**config.mk**
```make
export PLATFORM = sky130hd
export DESIGN_NAME = fp_add_reduce_seq
export DESIGN_NICKNAME = d
export VERILOG_FILES = /design/src/rtl/fp_add_pkg.sv /design/src/rtl/fp_add_reduce_seq.sv
export SDC_FILE = /design/constraint.sdc
export NUM_CORES = 1
export LEC_CHECK = 0
export BUFFER_PORTS_ARGS = -buffer_cell sky130_fd_sc_hd__buf_2
export CAP_MARGIN = 5
export CORE_AREA = 5 5 100 102
export CTS_CLUSTER_DIAMETER = 150
export DETAILED_ROUTE_END_ITERATION = 10
export DIE_AREA = 0 0 105 107
export GPL_ROUTABILITY_DRIVEN = 0
export PLACE_DENSITY = 0.75
export SLEW_MARGIN = 20
export SYNTH_ARGS = -nofsm -noshare
export SYNTH_HDL_FRONTEND = slang
export SYNTH_SLANG_ARGS = --single-unit
```
**constraint.sdc**
```tcl
create_clock -name clk -period 1.6 [get_ports clk]
set_clock_uncertainty 0.15 [all_clocks]
set_input_delay 0.32 -clock clk [delete_from_list [all_inputs] [get_ports clk]]
set_output_delay 0.32 -clock clk [all_outputs]
set_load 0.005 [all_outputs]
```
**src/rtl/fp_add_pkg.sv**
```systemverilog
// Shared types and constants for the fp32 add-reduction sequencer.
package fp_add_pkg;

  localparam int FP32_EXP_W  = 8;
  localparam int FP32_MANT_W = 23;

  typedef struct packed {
    logic                   sign;
    logic [FP32_EXP_W-1:0]  exp;
    logic [FP32_MANT_W-1:0] mant;
  } fp32_t;

  localparam fp32_t FP32_ZERO = '{sign: 1'b0, exp: '0, mant: '0};

  typedef enum logic [2:0] {
    IDLE  = 3'd0,
    FIRST = 3'd1,
    FETCH = 3'd2,
    ADD   = 3'd3,
    DONE  = 3'd4
  } red_state_e;

endpackage

```
**src/rtl/fp_add_reduce_seq.sv**
```systemverilog
// Sequences an external combinational fp32 adder to reduce a valid/ready
// stream into one running sum, one element every two cycles.
//
// state | meaning
// IDLE  | waiting for _go; no element accepted
// FIRST | accept first element straight into acc_q (bypasses the adder)
// FETCH | accept next element into opb_q
// ADD   | capture add_sum into acc_q; decide end of reduction
// DONE  | result presented; wait for out_ready
module fp_add_reduce_seq
  import fp_add_pkg::*;
#(
  parameter int MAX_LEN = 256,
  parameter int CNT_W   = $clog2(MAX_LEN + 1)
) (
  input  logic             clk,
  input  logic             reset,
  input  logic             _go,
  input  logic [31:0]      in_data,
  input  logic             in_valid,
  input  logic             in_last,
  output logic             in_ready,
  output logic [31:0]      add_a,
  output logic [31:0]      add_b,
  input  logic [31:0]      add_sum,
  output logic [31:0]      out_data,
  output logic [CNT_W-1:0] out_count,
  output logic             out_trunc,
  output logic             out_valid,
  input  logic             out_ready,
  output logic             busy
);

  localparam logic [CNT_W-1:0] CNT_MAX = CNT_W'(MAX_LEN);
  localparam logic [CNT_W-1:0] CNT_ONE = CNT_W'(1);

  red_state_e       state_q;
  fp32_t            acc_q;
  fp32_t            opb_q;
  logic [CNT_W-1:0] count_q;
  logic             last_q;
  logic             trunc_q;

  logic accept;
  assign accept = in_valid && in_ready;

  always_ff @(posedge clk) begin
    if (reset) begin
      state_q <= IDLE;
      acc_q   <= FP32_ZERO;
      opb_q   <= FP32_ZERO;
      count_q <= '0;
      last_q  <= 1'b0;
      trunc_q <= 1'b0;
    end else begin
      case (state_q)
        IDLE: begin
          if (_go) begin
            count_q <= '0;
            trunc_q <= 1'b0;
            state_q <= FIRST;
          end
        end
        FIRST: begin
          if (accept) begin
            acc_q   <= fp32_t'(in_data);
            count_q <= CNT_ONE;
            if (in_last || (MAX_LEN == 1)) begin
              trunc_q <= ~in_last;
              state_q <= DONE;
            end else begin
              state_q <= FETCH;
            end
          end
        end
        FETCH: begin
          if (accept) begin
            opb_q   <= fp32_t'(in_data);
            last_q  <= in_last;
            count_q <= count_q + CNT_ONE;
            state_q <= ADD;
          end
        end
        ADD: begin
          acc_q <= fp32_t'(add_sum);
          if (last_q || (count_q == CNT_MAX)) begin
            trunc_q <= ~last_q;
            state_q <= DONE;
          end else begin
            state_q <= FETCH;
          end
        end
        DONE: begin
          // A _go arriving with the handshake is deliberately dropped here.
          if (out_ready) begin
            state_q <= IDLE;
          end
        end
        default: state_q <= IDLE;
      endcase
    end
  end

  assign in_ready  = (state_q == FIRST) || (state_q == FETCH);
  assign out_valid = (state_q == DONE);
  assign busy      = (state_q != IDLE);
  assign add_a     = acc_q;
  assign add_b     = opb_q;
  assign out_data  = acc_q;
  assign out_count = count_q;
  assign out_trunc = trunc_q;

endmodule
```
==> impl_metrics.yaml, run 1 <==
sta:
  period_share_pct: 110
  drv_slew: 0
  tightest_slew_ns: 0.378
  fmax_ghz: 0.568
  max-slew-margin-rel_pct: 74.5
  timing.final.ws_setup_ns: -0.159
  period_needed_ns: 1.76
  hold_viol_final: 0
  rsz0062_at_grt: "true"
  holdWs_ns: 0.0739
  finalSetupViolCount: 75
synth:
  yosys.cell_count.top_type: "dfxtp_1"
  yosysWarningCount: 0
  synth_cell_types: 36
  syn_area_um2: 3610
  seq_area_frac_synth_pct: 43.3
  synth_fp_nets: 499
  synth_mux_area_share_pct: 10.0
  synthCells: 427
  synth_compound_area_share_pct: 17.2
  ys_async_sr_fraction_pct: 0
  ys.flop_type: "dfxtp_1"
  synth_top_area_cell: "dfxtp_1"
  synth_edf_count: 0
  ys_ff_latch: 78
  synth_fa_ha_area_share_pct: 0.694
  synthTopCellsByArea: "dfxtp_1 (43%), mux2i_1 (9.7%), nand2_1 (7.5%)"
  synth_top_family_by_area: "simple AND/OR/NAND/NOR gates"
  yosys-top-cells-count: "dfxtp_1 (78), nand2_1 (72), a21oi_1 (40)"
  synth_xor_area_share_pct: 0
  synth-simple-area-share_pct: 17.3
  yosysTopAreaCellShare_pct: 43.3
  avgSynthCellArea_um2: 8.44
setup_path:
  worst_r2r_path_depth: 7
  worstPathRequired_ns: 1.67
  arrival_ns: 1.82
  crit_type: "reg2reg"
  reg2reg_setup_slack_ns: -0.16
  reg2reg_to: "add_b[16]"
  critPathMaxFanout: 18
  r2r-start: "state_q[0]"
  critPathCaptureType: "flop"
  worst_setup_path_start_kind: "flop"
layout:
  num_antenna_cells: 0
  fill_cells: 779
  final-seq-area_um2: 1570
  multi_input_area_um2: 1740
  area_growth_pct: 44.2
  drive_above_1_share_pct: 45.4
  fin_nets: 681
  final_cell_area_um2: 5200
  finalNonFillerCells: 723
drt:
  drtPass1Iterations: 4
  drt_iter0_markers: 172
  avgViaCountPerCell: 5.14
  wl_per_cell_um: 15.3
  wirelength_um: 11100
  antenna_left: 0
  drc: 0
  vias: 3719
clock_network:
  path_clk_slew_ns: 0.08
  cts_tree: "yes"
  insertion_delay_ns: 0.34
  cts_buffers: 9
  postCtsHoldBufs: 0
  clock_path_buffers: 2
  cts-htree-levels: 3
  cts-root-buf: "clkbuf_8"
  cts.sinks: 78
grt:
  antenna_found_initial: 0
  grt.total_usage_pct: 18.2
  grt_max_degree: 49
  overflow: 0
  grt_first_pass_wirelength_um: 16700
  grt_pass1_vias: 3382
placement:
  dpl.cell_count: 685
  placed_area_um2: 4580
  portBuffers: 178
  place_hpwl_um: 7570
floorplan:
  die_y_um: 107
  placementRows: 35
  die_x_um: 105
  dieArea_um2: 11200
  start_util_pct: 40.0
  coreArea_um2: 9020
  io_pins: 179
outcome:
  status: "finished with violations"
  failed_checks: "setup timing"
worst_hold_path:
  worst_hold_startpoint: "in_data[28]"
  hold_class: "in2reg"
  hold_depth: 3
  min_to: "add_b[28]"
power_and_ir_drop:
  power_leakage_nw: 2.58
  power.density_nw_per_um2: 800
  peakVddDrop_mv: 0.358
run:
  maxCapViolations: 0
## report_power, final
part | internal [mW] | leakage (nW) | total, mW | switching, mW
clock | 0.583 | 0.0800 | 1.25 | 0.671
combinational | 0.435 | 1.86 | 0.820 | 0.385
sequential | 2.02 | 0.636 | 2.09 | 0.0625
## through the flow
| step | util, % | setup slack [ns] | power (mW) | setup TNS [ns] |
|---|---|---|---|---|
| finish | 57.6 | -0.159 | 4.16 | -7.05 |
| global route | 57.6 | -0.242 | 4.41 | -11.17 |
| CTS | 55.7 | -0.179 | 4.17 | -5.39 |
| detailed placement | 50.7 | -0.120 | 2.82 | -2.41 |
| global placement | 50.7 | -0.0618 | 2.80 | -0.566 |
| floorplan | - | 0.00345 | 2.53 | 0 |
## flip-flops by register name, indices dropped and copies added (netlist names)
register   count
out_count      9
state_q        3
last_q         1
add_b         32
add_a         32
out_trunc      1
## critical path, stage by stage (launching register included)
cell and delay [ns]:
dfxtp_4 0.35, buf_4 0.15, buf_4 0.14, buf_4 0.13
or3_4 0.40, buf_12 0.17, nand2_1 0.08, a21oi_1 0.07
## how the worst max path moves through the flow
stage | slack, ns | from | to | depth (start not counted)
floorplan | 0.003 | state_q[1] | out_count[6] | 5
global placement | -0.06 | in_valid | out_count[3] | 5
detailed placement | -0.12 | in_valid | out_count[5] | 6
CTS | -0.18 | state_q[2] | busy | 3
global route | -0.24 | state_q[2] | busy | 3
finish | -0.16 | state_q[0] | add_b[16] | 7
## placed cells by master, fill, tap and decap left out, types with 3 or more instances in the layout
cell	Yosys	layout
o21ai_0	7	5
buf_2	12	179
a31oi_1	3	3
buf_6	1	9
dfxtp_4	0	3
nand2_1	72	72
nor2_1	38	37
o21a_1	4	3
buf_16	0	3
buf_4	33	34
nand3_1	4	4
nand2b_1	5	5
a21oi_1	40	39
nor3_2	0	3
clkbuf_8	0	10
and4_1	3	3
dfxtp_1	78	74
mux2i_1	35	33
or4_4	0	3
inv_1	6	6
a211oi_1	32	30
buf_12	0	8
## logic make-up (layout without fill, tap and decap cells)
| logic type | Yosys count | count (layout) |
|---|---|---|
| buffers and inverters | 71 | 256 |
| DFF | 78 | 78 |
| adders and majority gates | 2 | 2 |
| muxes | 36 | 36 |
| and+or+nand+nor | 142 | 142 |
| AOI/OAI and AO/OA | 98 | 98 |
## layout make-up
| type | count | share of cell area (%) |
|---|---|---|
| Tap cell | 111 | 2.67 |
| Inverter | 6 | 0.433 |
| Multi-Input combinational cell | 278 | 33.5 |
| Clock buffer | 10 | 2.65 |
| Sequential cell | 78 | 30.3 |
| Timing Repair Buffer | 236 | 30.0 |
| Clock inverter | 4 | 0.481 |
## routing by layer
metal	vias to the layer above	part of all wire, %	global-route usage, %	wire, µm
met2	165	50	30.8	5500
li1	1823	-	-	-
met5	-	0	0	0
met1	1718	41	22.2	4530
met4	0	1.4	6.21	152
met3	13	7.8	5.12	862
## timing repair
item                                    4_1_cts  5_1_grt
hold endpoints to repair                      0        0
pin swaps                                     7        6
resized for setup                            38       15
buffers inserted                              9        9
endpoints found under the setup margin       65       78
cloned                                        4        2
No activity file was read; power rests on OpenSTA's default activity.
==> run 2: changes to the inputs <==
--- a/config.mk
+++ b/config.mk
@@ -5,7 +5,7 @@
 export SDC_FILE = /design/constraint.sdc
 export NUM_CORES = 1
 export LEC_CHECK = 0
-export BUFFER_PORTS_ARGS = -buffer_cell sky130_fd_sc_hd__buf_2
+export BUFFER_PORTS_ARGS = -buffer_cell sky130_fd_sc_hd__buf_4
 export CAP_MARGIN = 5
 export CORE_AREA = 5 5 100 102
 export CTS_CLUSTER_DIAMETER = 150
==> run 2 against run 1 <==
The run still ends with setup timing left. Power up 8.4%. Maximum frequency fell by 1.1%. Flip-flop and latch count unchanged. Combinational power increased by 24%. Largest power group unchanged. Highest routed layer unchanged.
==> impl_metrics.yaml, run 2 (synthesis gave the netlist of run 1 again) <==
drt:
  drc: 0
  drtPass1Iterations: 4
  drt_iter0_markers: 130
  avgViaCountPerCell: 5.21
  wl_per_cell_um: 16.6
  antenna_left: 0
  vias: 3745
  wirelength_um: 12000
setup_path:
  worst_r2r_path_depth: 6
  arrival_ns: 1.31
  critPathCaptureType: "output pin"
  worst_setup_path_start_kind: "flop"
  worstPathRequired_ns: 1.13
  crit_type: "reg2out"
  critPathMaxFanout: 10
sta:
  rsz0062_at_grt: "true"
  period_needed_ns: 1.78
  tightest_slew_ns: 0.318
  finalSetupViolCount: 66
  timing.final.ws_setup_ns: -0.178
  hold_viol_final: 0
  fmax_ghz: 0.562
  holdWs_ns: 0.0771
  drv_slew: 0
  max-slew-margin-rel_pct: 78.6
  period_share_pct: 111
layout:
  num_antenna_cells: 0
  final_cell_area_um2: 5850
  finish.utilization_pct: 64.9
  fin_nets: 677
  final_common_cell: "buf_4"
  drive_above_1_share_pct: 51.5
  area_growth_pct: 62.4
  finalNonFillerCells: 719
  layout_common_cells: "buf_4 (204), dfxtp_1 (73), nand2_1 (67)"
floorplan:
  coreArea_um2: 9020
  die_y_um: 107
  die_x_um: 105
  io_pins: 179
  dieArea_um2: 11200
  placementRows: 35
  start_util_pct: 40.0
outcome:
  status: "finished with violations"
  failed_checks: "setup timing"
power_and_ir_drop:
  power_mw: 4.51
  peakVddDrop_mv: 0.490
  power.density_nw_per_um2: 770
  power_leakage_nw: 2.62
clock_network:
  cts_tree: "yes"
  path_clk_slew_ns: 0.08
  cts-htree-levels: 3
  cts-root-buf: "clkbuf_8"
  cts.sinks: 78
  clock_path_buffers: 2
  cts_buffers: 9
  insertion_delay_ns: 0.34
placement:
  placed_area_um2: 5010
  dpl.cell_count: 684
  place_hpwl_um: 7940
  portBuffers: 178
worst_hold_path:
  hold_depth: 3
  hold_class: "in2reg"
grt:
  overflow: 0
  grt_first_pass_wirelength_um: 17700
  grt_max_degree: 45
  grt_pass1_vias: 3603
  grt.total_usage_pct: 19.4
  antenna_found_initial: 0
run:
  maxCapViolations: 0
-- run 2: cell count changes in the layout (fill, tap and decap cells not counted), moves of 3 or more --
cell / before / now
mux2i_2: 2 / 13
nand2b_4: 0 / 3
nand2_2: 0 / 5
a211oi_1: 30 / 15
buf_2: 179 / 0
nand2b_1: 5 / 2
nand2_1: 72 / 67
buf_4: 34 / 204
a211oi_2: 2 / 17
mux2i_1: 33 / 22
-- run 2: worst max-delay path, stage by stage (launching register included) --
cell and delay (ns):
dfxtp_4 0.37, buf_6 0.14, or3_4 0.33, buf_6 0.12
-- run 2: per-layer routing --
| metal | part of all wire, % | wire length (µm) | global-route usage, % |
|---|---|---|---|
| met1 | 40 | 4820 | 22.9 |
| met2 | 51 | 6120 | 34.2 |
| met3 | 7.5 | 903 | 5.60 |
| met4 | 1.1 | 127 | 5.75 |
| met5 | 0 | 0 | 0 |
-- run 2: cell type report --
type | count | area (µm²)
Timing Repair Buffer | 232 | 2030
Sequential cell | 78 | 1580
Multi-Input combinational cell | 278 | 1910
Clock buffer | 9 | 124
Clock inverter | 5 | 52.6
Inverter | 6 | 22.5
Tap cell | 111 | 139
Fill cell | 708 | 3170
-- run 2: path summary, 6_finish.rpt --
path	to	startpoint	slack, ns
min	add_b[3]	in_data[3]	0.08
max reg2reg	add_b[18]	state_q[0]	-0.09
max	busy	state_q[1]	-0.18
min reg2reg	add_b[7]	add_b[7]	0.31
-- run 2: power by group --
group | leakage [nW] | internal (mW) | switching, mW
combinational | 1.89 | 0.593 | 0.425
clock | 0.0907 | 0.696 | 0.698
sequential | 0.637 | 2.02 | 0.0730
-- run 2: per-stage QoR --
stage	setup slack [ns]	setup TNS [ns]
detailed placement	-0.149	-2.73
global route	-0.223	-7.28
floorplan	0.00345	0
global placement	-0.0814	-1.37
finish	-0.178	-3.23
CTS	-0.220	-1.54
-- run 2: what timing repair did --
action,CTS,global route
resized for setup,42,57
hold buffers,0,0
setup buffers,8,5
pin swaps,20,27
setup endpoints to repair,49,78
cloned,3,6
==> run 3: changes to the inputs <==
--- a/config.mk
+++ b/config.mk
@@ -5,6 +5,7 @@
 export SDC_FILE = /design/constraint.sdc
 export NUM_CORES = 1
 export LEC_CHECK = 0
+export ABC_AREA = 1
 export BUFFER_PORTS_ARGS = -buffer_cell sky130_fd_sc_hd__buf_4
 export CAP_MARGIN = 5
 export CORE_AREA = 5 5 100 102
==> run 3 against run 2 <==
The run still ends with setup timing left. Synthesized cell count grew 16%. First-iteration DRC count grew 24%. Worst hold slack worse by 0.016 ns.
==> impl_metrics.yaml, run 3 <==
sta:
  rsz0062_at_grt: "true"
  period_share_pct: 105
  period_needed_ns: 1.68
  holdWs_ns: 0.0610
  finalSetupViolCount: 6
  drv_slew: 0
  tightest_slew_ns: 0.305
  hold_viol_final: 0
  timing.final.ws_setup_ns: -0.0782
  max-slew-margin-rel_pct: 79.5
  fmax_ghz: 0.596
clock_network:
  postCtsHoldBufs: 0
  cts-root-buf: "clkbuf_8"
  cts.sinks: 78
  insertion_delay_ns: 0.35
  cts_buffers: 9
  cts_tree: "yes"
  path_clk_slew_ns: 0.09
  clock_path_buffers: 2
  cts-htree-levels: 3
setup_path:
  r2r-start: "state_q[0]"
  cp-endpoint: "in_ready"
  worstPathRequired_ns: 1.13
  critPathCaptureType: "output pin"
  critPathMaxFanout: 4
  slowest_stage: "dfxtp_2"
  path_cells: "buf_6 > nor2_4 > nand2_4 > nand2_4 > buf_6"
  startpoint: "state_q[0]"
  worst_setup_path_start_kind: "flop"
  reg2reg_to: "out_count[6]"
  worst_r2r_path_depth: 10
  crit_path_max_incr_delay_ns: 0.33
  crit_type: "reg2out"
  arrival_ns: 1.21
  reg2reg_setup_slack_ns: -0.02
synth:
  synth-simple-area-share_pct: 21.5
  synth_edf_count: 0
  synth_xor_area_share_pct: 0
  synthCells: 494
  synth_cell_types: 23
  avgSynthCellArea_um2: 7.30
  synth_top_area_cell: "dfxtp_1"
  ys_async_sr_fraction_pct: 0
  ys_ff_latch: 78
  syn_area_um2: 3600
  yosys.cell_count.top_type: "a21oi_1"
  synth_mux_area_share_pct: 0
  synthTopCellsByArea: "dfxtp_1 (43%), a21oi_1 (15%), nand2_1 (11%)"
  yosys-top-cells-count: "a21oi_1 (106), nand2_1 (102), dfxtp_1 (78)"
  synth_top_family_by_area: "simple AND/OR/NAND/NOR gates"
  yosysTopAreaCellShare_pct: 43.3
  synth_compound_area_share_pct: 20.9
  synth_fa_ha_area_share_pct: 0.694
  yosysWarningCount: 0
  synth_fp_nets: 566
  ys.flop_type: "dfxtp_1"
  seq_area_frac_synth_pct: 43.3
floorplan:
  start_util_pct: 40.0
  die_x_um: 105
  placementRows: 35
  dieArea_um2: 11200
  io_pins: 179
  coreArea_um2: 9020
  die_y_um: 107
layout:
  num_antenna_cells: 0
  drive_above_1_share_pct: 40.3
  final_common_cell: "buf_4"
  fin_nets: 727
  fill_cells: 805
  area_growth_pct: 51.5
  layout_common_cells: "buf_4 (196), a21oi_1 (101), nand2_1 (99)"
  finalNonFillerCells: 771
outcome:
  failed_checks: "setup timing"
  status: "finished with violations"
worst_hold_path:
  hold_class: "in2reg"
power_and_ir_drop:
  peakVddDrop_mv: 0.472
  power_leakage_nw: 2.43
  power.density_nw_per_um2: 1110
  power_mw: 6.04
grt:
  antenna_found_initial: 0
  overflow: 0
  grt_first_pass_wirelength_um: 19000
  grt.total_usage_pct: 20.5
  grt_pass1_vias: 3765
  grt_max_degree: 33
drt:
  antenna_left: 0
  avgViaCountPerCell: 5.13
  wirelength_um: 12500
  wl_per_cell_um: 16.3
  drtPass1Iterations: 5
  vias: 3958
  drt_iter0_markers: 161
  drc: 0
placement:
  place_hpwl_um: 8780
  portBuffers: 178
  dpl.cell_count: 741
run:
  maxCapViolations: 0
[run 3: cell families (layout without fill, tap and decap cells)]
family | count (synthesis) | in the layout
AND/OR/NAND/NOR | 179 | 180
AO/OA/AOI/OAI | 149 | 149
buffers and inverters | 86 | 251
flip-flops | 78 | 78
adder cells (fa/ha/maj) | 2 | 2
[run 3: stage by stage]
stage | util [%] | area [µm²] | TNS, ns | worst slack, ns
after floorplan | - | 3600 | 0 | 0.171
after global placement | 53.9 | 4860 | 0 | 0.0213
after detailed placement | 53.9 | 4860 | -0.159 | -0.0324
after CTS | 58.0 | 5230 | -0.237 | -0.0903
after global routing | 60.6 | 5460 | -1.78 | -0.118
final | 60.6 | 5460 | -0.223 | -0.0782
[run 3: final cells by class]
class,instances,area [µm²],share of cell area [%]
tap,111,139,2.54
timing repair buffer,212,1730,31.7
inverter,23,104,1.90
sequential,78,1570,28.8
clock inverter,7,121,2.22
multi-input combinational,331,1670,30.6
clock buffer,9,124,2.27
[run 3: what timing repair did]
action	in CTS	in global routing
pin swaps	4	16
setup endpoints to repair	21	57
hold endpoints to repair	0	0
gates resized for setup	22	35
setup buffers	6	4
cloned	0	4
[run 3: critical path: cells and delay by family, from the launching register on]
kind,cells,cell delay (ns)
buffers and inverters,2,0.22
flip-flops,1,0.33
AND/OR/NAND/NOR,3,0.30
[run 3: per-layer routing]
| metal | vias to the layer above | global-route usage (%) | share of wire, % |
|---|---|---|---|
| met1 | 1813 | 23.8 | 39 |
| met2 | 179 | 35.9 | 51 |
| met5 | - | 0 | 0 |
| li1 | 1937 | - | - |
| met3 | 29 | 5.30 | 7.5 |
| met4 | 0 | 8.22 | 2.4 |
[run 3: worst min-delay path by stage]
stage	from	to	slack (ns)	cells after the start
floorplan	last_q	last_q	0.30	2
global placement	add_b[16]	add_b[16]	0.30	2
detailed placement	add_b[26]	add_b[26]	0.30	2
CTS	add_sum[12]	add_a[12]	0.05	3
global route	add_sum[12]	add_a[12]	0.05	3
finish	add_sum[12]	add_a[12]	0.06	3
[run 3: power by group]
part / switching (mW) / internal, mW
sequential: 0.177 / 2.15
clock: 0.768 / 1.04
combinational: 0.934 / 0.970
total: 1.88 / 4.16
